<file path="src/rtl/xspi_txn_scheduler.sv">
// xSPI transaction scheduler: round-robin arbitration over N_REQ requesters, one
// transaction in flight, CRC/timeout-driven retransmission, one response per request.
module xspi_txn_scheduler #(
   parameter int N_REQ          = 2,
   parameter int MAX_RETRY      = 3,
   parameter int TIMEOUT_CYCLES = 1024,
   parameter int GAP_CYCLES     = 4
) (
   input  logic                  i_clk,
   input  logic                  i_rst,
   input  logic [N_REQ-1:0]      i_req_valid,
   output logic [N_REQ-1:0]      o_req_ready,
   input  logic [8*N_REQ-1:0]    i_req_cmd,
   input  logic [48*N_REQ-1:0]   i_req_addr,
   input  logic [64*N_REQ-1:0]   i_req_wdata,
   output logic                  o_rsp_valid,
   output logic [2:0]            o_rsp_id,
   output logic [63:0]           o_rsp_rdata,
   output logic [1:0]            o_rsp_status,
   output logic [3:0]            o_rsp_attempts,
   output logic                  o_busy,
   output logic                  o_xspi_start,
   output logic [7:0]            o_xspi_command,
   output logic [47:0]           o_xspi_address,
   output logic [63:0]           o_xspi_wr_data,
   input  logic [63:0]           i_xspi_rd_data,
   input  logic                  i_xspi_done,
   input  logic                  i_xspi_ready,
   input  logic [3:0]            i_crc_err_in
);

   localparam int TW = $clog2(TIMEOUT_CYCLES + 1);
   localparam int GW = $clog2(GAP_CYCLES + 1);

   typedef enum logic [2:0] {
      S_IDLE  = 3'd0,
      S_ISSUE = 3'd1,
      S_WAIT  = 3'd2,
      S_GAP   = 3'd3,
      S_RESP  = 3'd4
   } state_t;

   state_t        r_state, w_state_nx;
   logic [2:0]    r_last, r_id, w_gnt;
   logic          w_found, w_grant, w_done_rise, w_err_now, w_tmo, w_fail, w_retry;
   logic [7:0]    w_cmd, r_cmd;
   logic [47:0]   w_addr, r_addr;
   logic [63:0]   w_wdata, r_wdata, r_cap;
   logic [TW-1:0] r_tmo;
   logic [GW-1:0] r_gap;
   logic [3:0]    r_att;
   logic          r_sticky, r_done_q;
   logic          r_rsp_valid, r_busy, r_start;
   logic [2:0]    r_rsp_id;
   logic [63:0]   r_rsp_rdata;
   logic [1:0]    r_rsp_status;
   logic [3:0]    r_rsp_att;

   // Round-robin winner (first pass above last grant, second pass wraps) and its payload.
   always_comb begin
      w_found = 1'b0;
      w_gnt   = 3'd0;
      w_cmd   = 8'h00;
      w_addr  = 48'h0;
      w_wdata = 64'h0;
      for (int j = 0; j < N_REQ; j++) begin
         w_gnt   = (!w_found && i_req_valid[j] && (3'(j) > r_last)) ? 3'(j) : w_gnt;
         w_found = w_found | (i_req_valid[j] && (3'(j) > r_last));
      end
      for (int j = 0; j < N_REQ; j++) begin
         w_gnt   = (!w_found && i_req_valid[j] && (3'(j) <= r_last)) ? 3'(j) : w_gnt;
         w_found = w_found | (i_req_valid[j] && (3'(j) <= r_last));
      end
      for (int k = 0; k < N_REQ; k++) begin
         w_cmd   = (3'(k) == w_gnt) ? i_req_cmd[8*k +: 8]    : w_cmd;
         w_addr  = (3'(k) == w_gnt) ? i_req_addr[48*k +: 48] : w_addr;
         w_wdata = (3'(k) == w_gnt) ? i_req_wdata[64*k +: 64] : w_wdata;
      end
   end

   // Next-state decode; a done edge in the same cycle as the timeout wins.
   always_comb begin
      w_state_nx  = r_state;
      w_grant     = 1'b0;
      w_fail      = 1'b0;
      w_done_rise = i_xspi_done & ~r_done_q;
      w_err_now   = r_sticky | (|i_crc_err_in);
      w_tmo       = (r_tmo == TW'(TIMEOUT_CYCLES - 1));
      w_retry     = ({1'b0, r_att} <= 5'(MAX_RETRY));
      case (r_state)
         S_IDLE: begin
            if (i_xspi_ready && w_found) begin
               w_grant    = 1'b1;
               w_state_nx = S_ISSUE;
            end else begin
               w_state_nx = S_IDLE;
            end
         end
         S_ISSUE: w_state_nx = S_WAIT;
         S_WAIT: begin
            if (w_done_rise && !w_err_now) begin
               w_state_nx = S_RESP;
            end else if (w_done_rise || w_tmo) begin
               w_fail     = 1'b1;
               w_state_nx = w_retry ? S_GAP : S_RESP;
            end else begin
               w_state_nx = S_WAIT;
            end
         end
         S_GAP: begin
            if ((r_gap == GW'(GAP_CYCLES - 1)) && i_xspi_ready) begin
               w_state_nx = S_ISSUE;
            end else begin
               w_state_nx = S_GAP;
            end
         end
         S_RESP:  w_state_nx = S_IDLE;
         default: w_state_nx = S_IDLE;
      endcase
   end

   // State register.
   always_ff @(posedge i_clk) begin
      if (i_rst) begin
         r_state <= S_IDLE;
      end else begin
         r_state <= w_state_nx;
      end
   end

   // Payload capture, attempt/timeout/gap counters and registered response/status outputs.
   always_ff @(posedge i_clk) begin
      if (i_rst) begin
         r_last <= 3'(N_REQ - 1);
         r_id <= 3'd0;          r_cmd <= 8'h00;        r_addr <= 48'h0;
         r_wdata <= 64'h0;      r_cap <= 64'h0;        r_tmo <= '0;
         r_gap <= '0;           r_att <= 4'd0;         r_sticky <= 1'b0;
         r_done_q <= 1'b0;      r_rsp_valid <= 1'b0;   r_busy <= 1'b0;
         r_start <= 1'b0;       r_rsp_id <= 3'd0;      r_rsp_rdata <= 64'h0;
         r_rsp_status <= 2'b00; r_rsp_att <= 4'd0;
      end else begin
         r_done_q    <= i_xspi_done;
         r_rsp_valid <= (w_state_nx == S_RESP);
         r_busy      <= (w_state_nx != S_IDLE);
         r_start     <= (w_state_nx == S_ISSUE);
         case (r_state)
            S_IDLE: begin
               if (w_grant) begin
                  r_cmd   <= w_cmd;
                  r_addr  <= w_addr;
                  r_wdata <= w_wdata;
                  r_id    <= w_gnt;
                  r_last  <= w_gnt;
                  r_att   <= 4'd0;
                  r_cap   <= 64'h0;
               end
            end
            S_ISSUE: begin
               r_att    <= (r_att == 4'd15) ? 4'd15 : r_att + 4'd1;
               r_sticky <= 1'b0;
               r_tmo    <= '0;
               r_done_q <= 1'b0;
            end
            S_WAIT: begin
               r_sticky <= w_err_now;
               r_tmo    <= r_tmo + TW'(1);
               r_gap    <= '0;
               if (w_done_rise) begin
                  r_cap <= i_xspi_rd_data;
               end
               if (w_state_nx == S_RESP) begin
                  r_rsp_id     <= r_id;
                  r_rsp_att    <= r_att;
                  r_rsp_rdata  <= w_done_rise ? i_xspi_rd_data : r_cap;
                  r_rsp_status <= !w_fail ? 2'b00 : (w_done_rise ? 2'b01 : 2'b10);
               end
            end
            S_GAP: begin
               r_gap <= (r_gap == GW'(GAP_CYCLES - 1)) ? r_gap : r_gap + GW'(1);
            end
            default: begin
               r_gap <= r_gap;
            end
         endcase
      end
   end

   assign o_req_ready    = (w_grant && !i_rst) ? ({{(N_REQ-1){1'b0}}, 1'b1} << w_gnt)
                                               : {N_REQ{1'b0}};
   assign o_rsp_valid    = r_rsp_valid;
   assign o_rsp_id       = r_rsp_id;
   assign o_rsp_rdata    = r_rsp_rdata;
   assign o_rsp_status   = r_rsp_status;
   assign o_rsp_attempts = r_rsp_att;
   assign o_busy         = r_busy;
   assign o_xspi_start   = r_start;
   assign o_xspi_command = r_cmd;
   assign o_xspi_address = r_addr;
   assign o_xspi_wr_data = r_wdata;

endmodule

</file>
<file path="config.mk">
export PLATFORM = sky130hd
export DESIGN_NAME = xspi_txn_scheduler
export DESIGN_NICKNAME = d
export VERILOG_FILES = /design/src/rtl/xspi_txn_scheduler.sv
export SDC_FILE = /design/constraint.sdc
export NUM_CORES = 1
export LEC_CHECK = 0
export ABC_AREA = 1
export CAP_MARGIN = 20
export CORE_AREA = 2 2 200 202
export CTS_BUF_LIST = sky130_fd_sc_hd__clkbuf_8 sky130_fd_sc_hd__clkbuf_16
export CTS_CLUSTER_DIAMETER = 40
export CTS_CLUSTER_SIZE = 8
export DETAILED_ROUTE_END_ITERATION = 12
export DIE_AREA = 0 0 202 204
export GPL_TIMING_DRIVEN = 0
export PLACE_DENSITY = 0.73
export SYNTH_ARGS = -nofsm -noshare
export SYNTH_HDL_FRONTEND = slang
export SYNTH_SLANG_ARGS = --single-unit
export TNS_END_PERCENT = 10
</file>
<file path="constraint.sdc">
create_clock -name i_clk -period 2.4 [get_ports i_clk]
set_input_delay 0.6 -clock i_clk [delete_from_list [all_inputs] [get_ports i_clk]]
set_output_delay 0.6 -clock i_clk [all_outputs]
set_load 0.02 [all_outputs]
</file>
==> impl_metrics.json, run 1 <==
{
  "worst_slack_ps": 13.6,
  "place_area_um2": 18100,
  "grt_overflow": 0,
  "fin_nets": 2724,
  "clock_sinks": 283,
  "clk_path_buf_depth": 3,
  "ir_drop_mv": 0.515,
  "crit_start": "r_state[1]$_SDFF_PP0_",
  "crit_path_start_kind": "flop",
  "worst_slew_pin_slew_ps": 892,
  "r2r-start": "r_tmo[0]$_SDFFE_PP0P_",
  "avgSynthCellArea_um2": 6.74,
  "synth_edf_count": 0,
  "ys_dominant_reg_cell": "dfxtp_1",
  "drtIter0Drc": 639,
  "antenna_found_initial": 6,
  "grt_pass1_vias": 13300,
  "clkTransAtPathRegs_ps": 50,
  "remaining_drc_errors": 0,
  "synth_top_cells_by_count": "584 x nand2_1, 283 x dfxtp_1, 269 x inv_1",
  "yosysWarnings": 0,
  "worstPathMaxFanout": 4,
  "io_buffers": 508,
  "die_x_um": 202,
  "layout.cells.non_filler": 2960,
  "grt_pass1_wl_um": 72200,
  "hold_viol": 0,
  "cts_tree": "yes",
  "status": "finished, final reports clean",
  "track_usage_pct": 22.4,
  "area_delta_synth_final_pct": 59.9,
  "ys_async_sr_fraction_pct": 0,
  "clk_latency_ps": 570,
  "numCtsBuffers": 49,
  "synth_top_cell_area_share_pct": 45.8,
  "yosysMostFrequentCell": "nand2_1",
  "dieHeight_um": 204,
  "wl_per_cell_um": 16.3,
  "netlist_area_um2": 12400,
  "ant_nets": 0,
  "synth_area_leader_cell": "dfxtp_1",
  "dp_hpwl_um": 37100,
  "seq_area_frac_synth_pct": 45.8,
  "pre_cts_ws_ps": -1200,
  "r2r_cells": 11,
  "totalWireLength_um": 48200,
  "core-area_um2": 39200,
  "setup_viol": 0,
  "grt_max_degree": 15,
  "hold_buffers": 0,
  "slew_headroom_pct": 40.6,
  "worstHoldStart": "r_last[0]$_SDFFE_PP1P_",
  "worstPathRequired_ps": 1800,
  "timing.fmax_mhz": 419,
  "first_pass_iters": 7,
  "fin_skew_ps": 20.5,
  "worst_ep_arrival_time_ps": 1790,
  "fin_area_um2": 19800,
  "min_period_ps": 2390,
  "max_cap_violations": 0,
  "end_kind": "output port",
  "min_path_cells": 2,
  "ios": 512,
  "drv_slew": 0,
  "cts-root-buf": "clkbuf_16",
  "rows": 73,
  "gp_congestion": 0.944,
  "vias_per_cell": 4.60,
  "floorplan.initialDensity_pct": 31.6,
  "yosys-top-cells-area": "dfxtp_1 46%, nand2_1 18%, inv_1 8.2%, nand3_1 6.8%, nor2_1 5.3%",
  "synth_cells": 1836,
  "hold_class": "reg -> reg",
  "h-tree-depth": 2,
  "power_density_nw_per_um2": 709,
  "synth.distinct_cells": 30,
  "rsz0062_at_grt": "yes",
  "routed-via-count": 13600,
  "p_leak_nw": 8.18,
  "period_share_pct": 99.4,
  "drive_gt1_share_pct": 6.00,
  "ys_ff_latch": 283,
  "dp.cells": 2870,
  "worstSetupPathType": "reg -> out",
  "dieArea_um2": 41200
}
## cells in the final DEF, fill, tap and decap left out, types with 3 or more instances in the layout
| cell type | netlist | routed |
|---|---|---|
| buf_6 | 6 | 11 |
| a31oi_1 | 34 | 34 |
| nand4_1 | 3 | 3 |
| dlygate4sd2_1 | 0 | 3 |
| o21ai_0 | 35 | 35 |
| inv_2 | 8 | 6 |
| diode_2 | 0 | 3 |
| o22ai_1 | 58 | 58 |
| clkbuf_8 | 0 | 8 |
| buf_4 | 9 | 19 |
| nor2_4 | 2 | 3 |
| buf_2 | 29 | 26 |
| a21oi_1 | 31 | 31 |
| ha_1 | 4 | 4 |
| dfxtp_2 | 0 | 3 |
| dfxtp_1 | 283 | 280 |
| clkbuf_1 | 42 | 42 |
| clkinvlp_4 | 0 | 3 |
| clkbuf_16 | 0 | 51 |
| buf_1 | 26 | 26 |
| inv_1 | 269 | 275 |
| nand3_1 | 168 | 168 |
| nor2_1 | 176 | 175 |
| clkdlybuf4s50_1 | 0 | 503 |
| o21ai_1 | 50 | 50 |
| mux2i_1 | 5 | 5 |
| clkinv_2 | 0 | 4 |
| nand2_1 | 584 | 583 |
## routing by layer
| metal | vias to the layer above | GRT usage [%] | part of all wire (%) |
|---|---|---|---|
| met2 | 500 | 39.2 | 49 |
| met5 | - | 0 | 0.056 |
| met1 | 6180 | 25.0 | 39 |
| li1 | 6835 | - | - |
| met4 | 4 | 11.3 | 4.7 |
| met3 | 101 | 6.12 | 7.7 |
## sequential cells by signal (all words and copies together), names as in the netlist
signal,count
o_rsp_rdata,64
o_xspi_wr_data,64
r_cap,64
o_xspi_address,48
r_tmo,11
o_xspi_command,8
o_rsp_attempts,4
r_att,4
r_gap,3
r_state,3
o_rsp_status,2
o_busy,1
o_rsp_id,1
o_rsp_valid,1
o_xspi_start,1
r_done_q,1
r_id,1
r_last,1
r_sticky,1
## metrics by stage
step,util [%],total power [mW],TNS [ps],hold slack [ps]
6_report,50.5,14.0,0,456
2_1_floorplan,-,6.22,0,433
4_1_cts,50.4,14.1,-82.2,460
3_3_place_gp,46.2,7.46,-43400,448
3_5_place_dp,46.2,7.50,-50910,450
5_1_grt,50.4,14.6,-110,478
## critical path, stage by stage, from the launching register on
cell	delay (ps)
dfxtp_2	330
nor2_4	130
o211ai_1	110
buf_6	160
nor2_8	90
inv_4	40
nor2_4	120
buf_6	130
buf_6	110
## power by group
group          internal [mW]  switching (mW)  leakage [nW]
Combinational           1.11            1.27          5.11
Sequential              4.96           0.126          2.30
Clock                   4.23            2.34         0.775
Total                   10.3            3.73          8.18
## path summary, 6_finish.rpt
path | slack [ps] | to
max | 10 | o_req_ready[1]
max reg2reg | 210 | o_rsp_rdata[11]$_SDFFE_PP0P_
min | 460 | r_last[0]$_SDFFE_PP1P_
min reg2reg | 460 | r_last[0]$_SDFFE_PP1P_
## timing repair
action	CTS	global route
endpoints found under the hold margin	0	0
setup endpoints to repair	2	2
buffers inserted	10	1
gates resized for setup	25	4
gates cloned	0	0
pin swaps	6	5
## cell type report
type,count,area [um2]
Tap cell,525,657
Clock buffer,59,1390
Antenna cell,3,7.51
Inverter,277,1050
Sequential cell,283,5670
Fill cell,3748,19400
Multi-Input combinational cell,1165,5140
Clock inverter,18,151
Buffer,111,547
Timing Repair Buffer,519,5170
## cells by family after synthesis
family,share of synthesized area [%]
buffers and inverters,12.7
AOI/OAI and AO/OA,9.81
muxes,0.405
other,0.0303
and+or+nand+nor,30.8
adders and majority gates,0.405
DFF,45.8
Power figures use the tool's default switching activity.
==> run 2, diff against run 1 <==
Settings changed: TNS_END_PERCENT 10 to 5.
==> results of run 2 <==
Same layout as run 1: the final DEF is identical, and so are final timing and power.
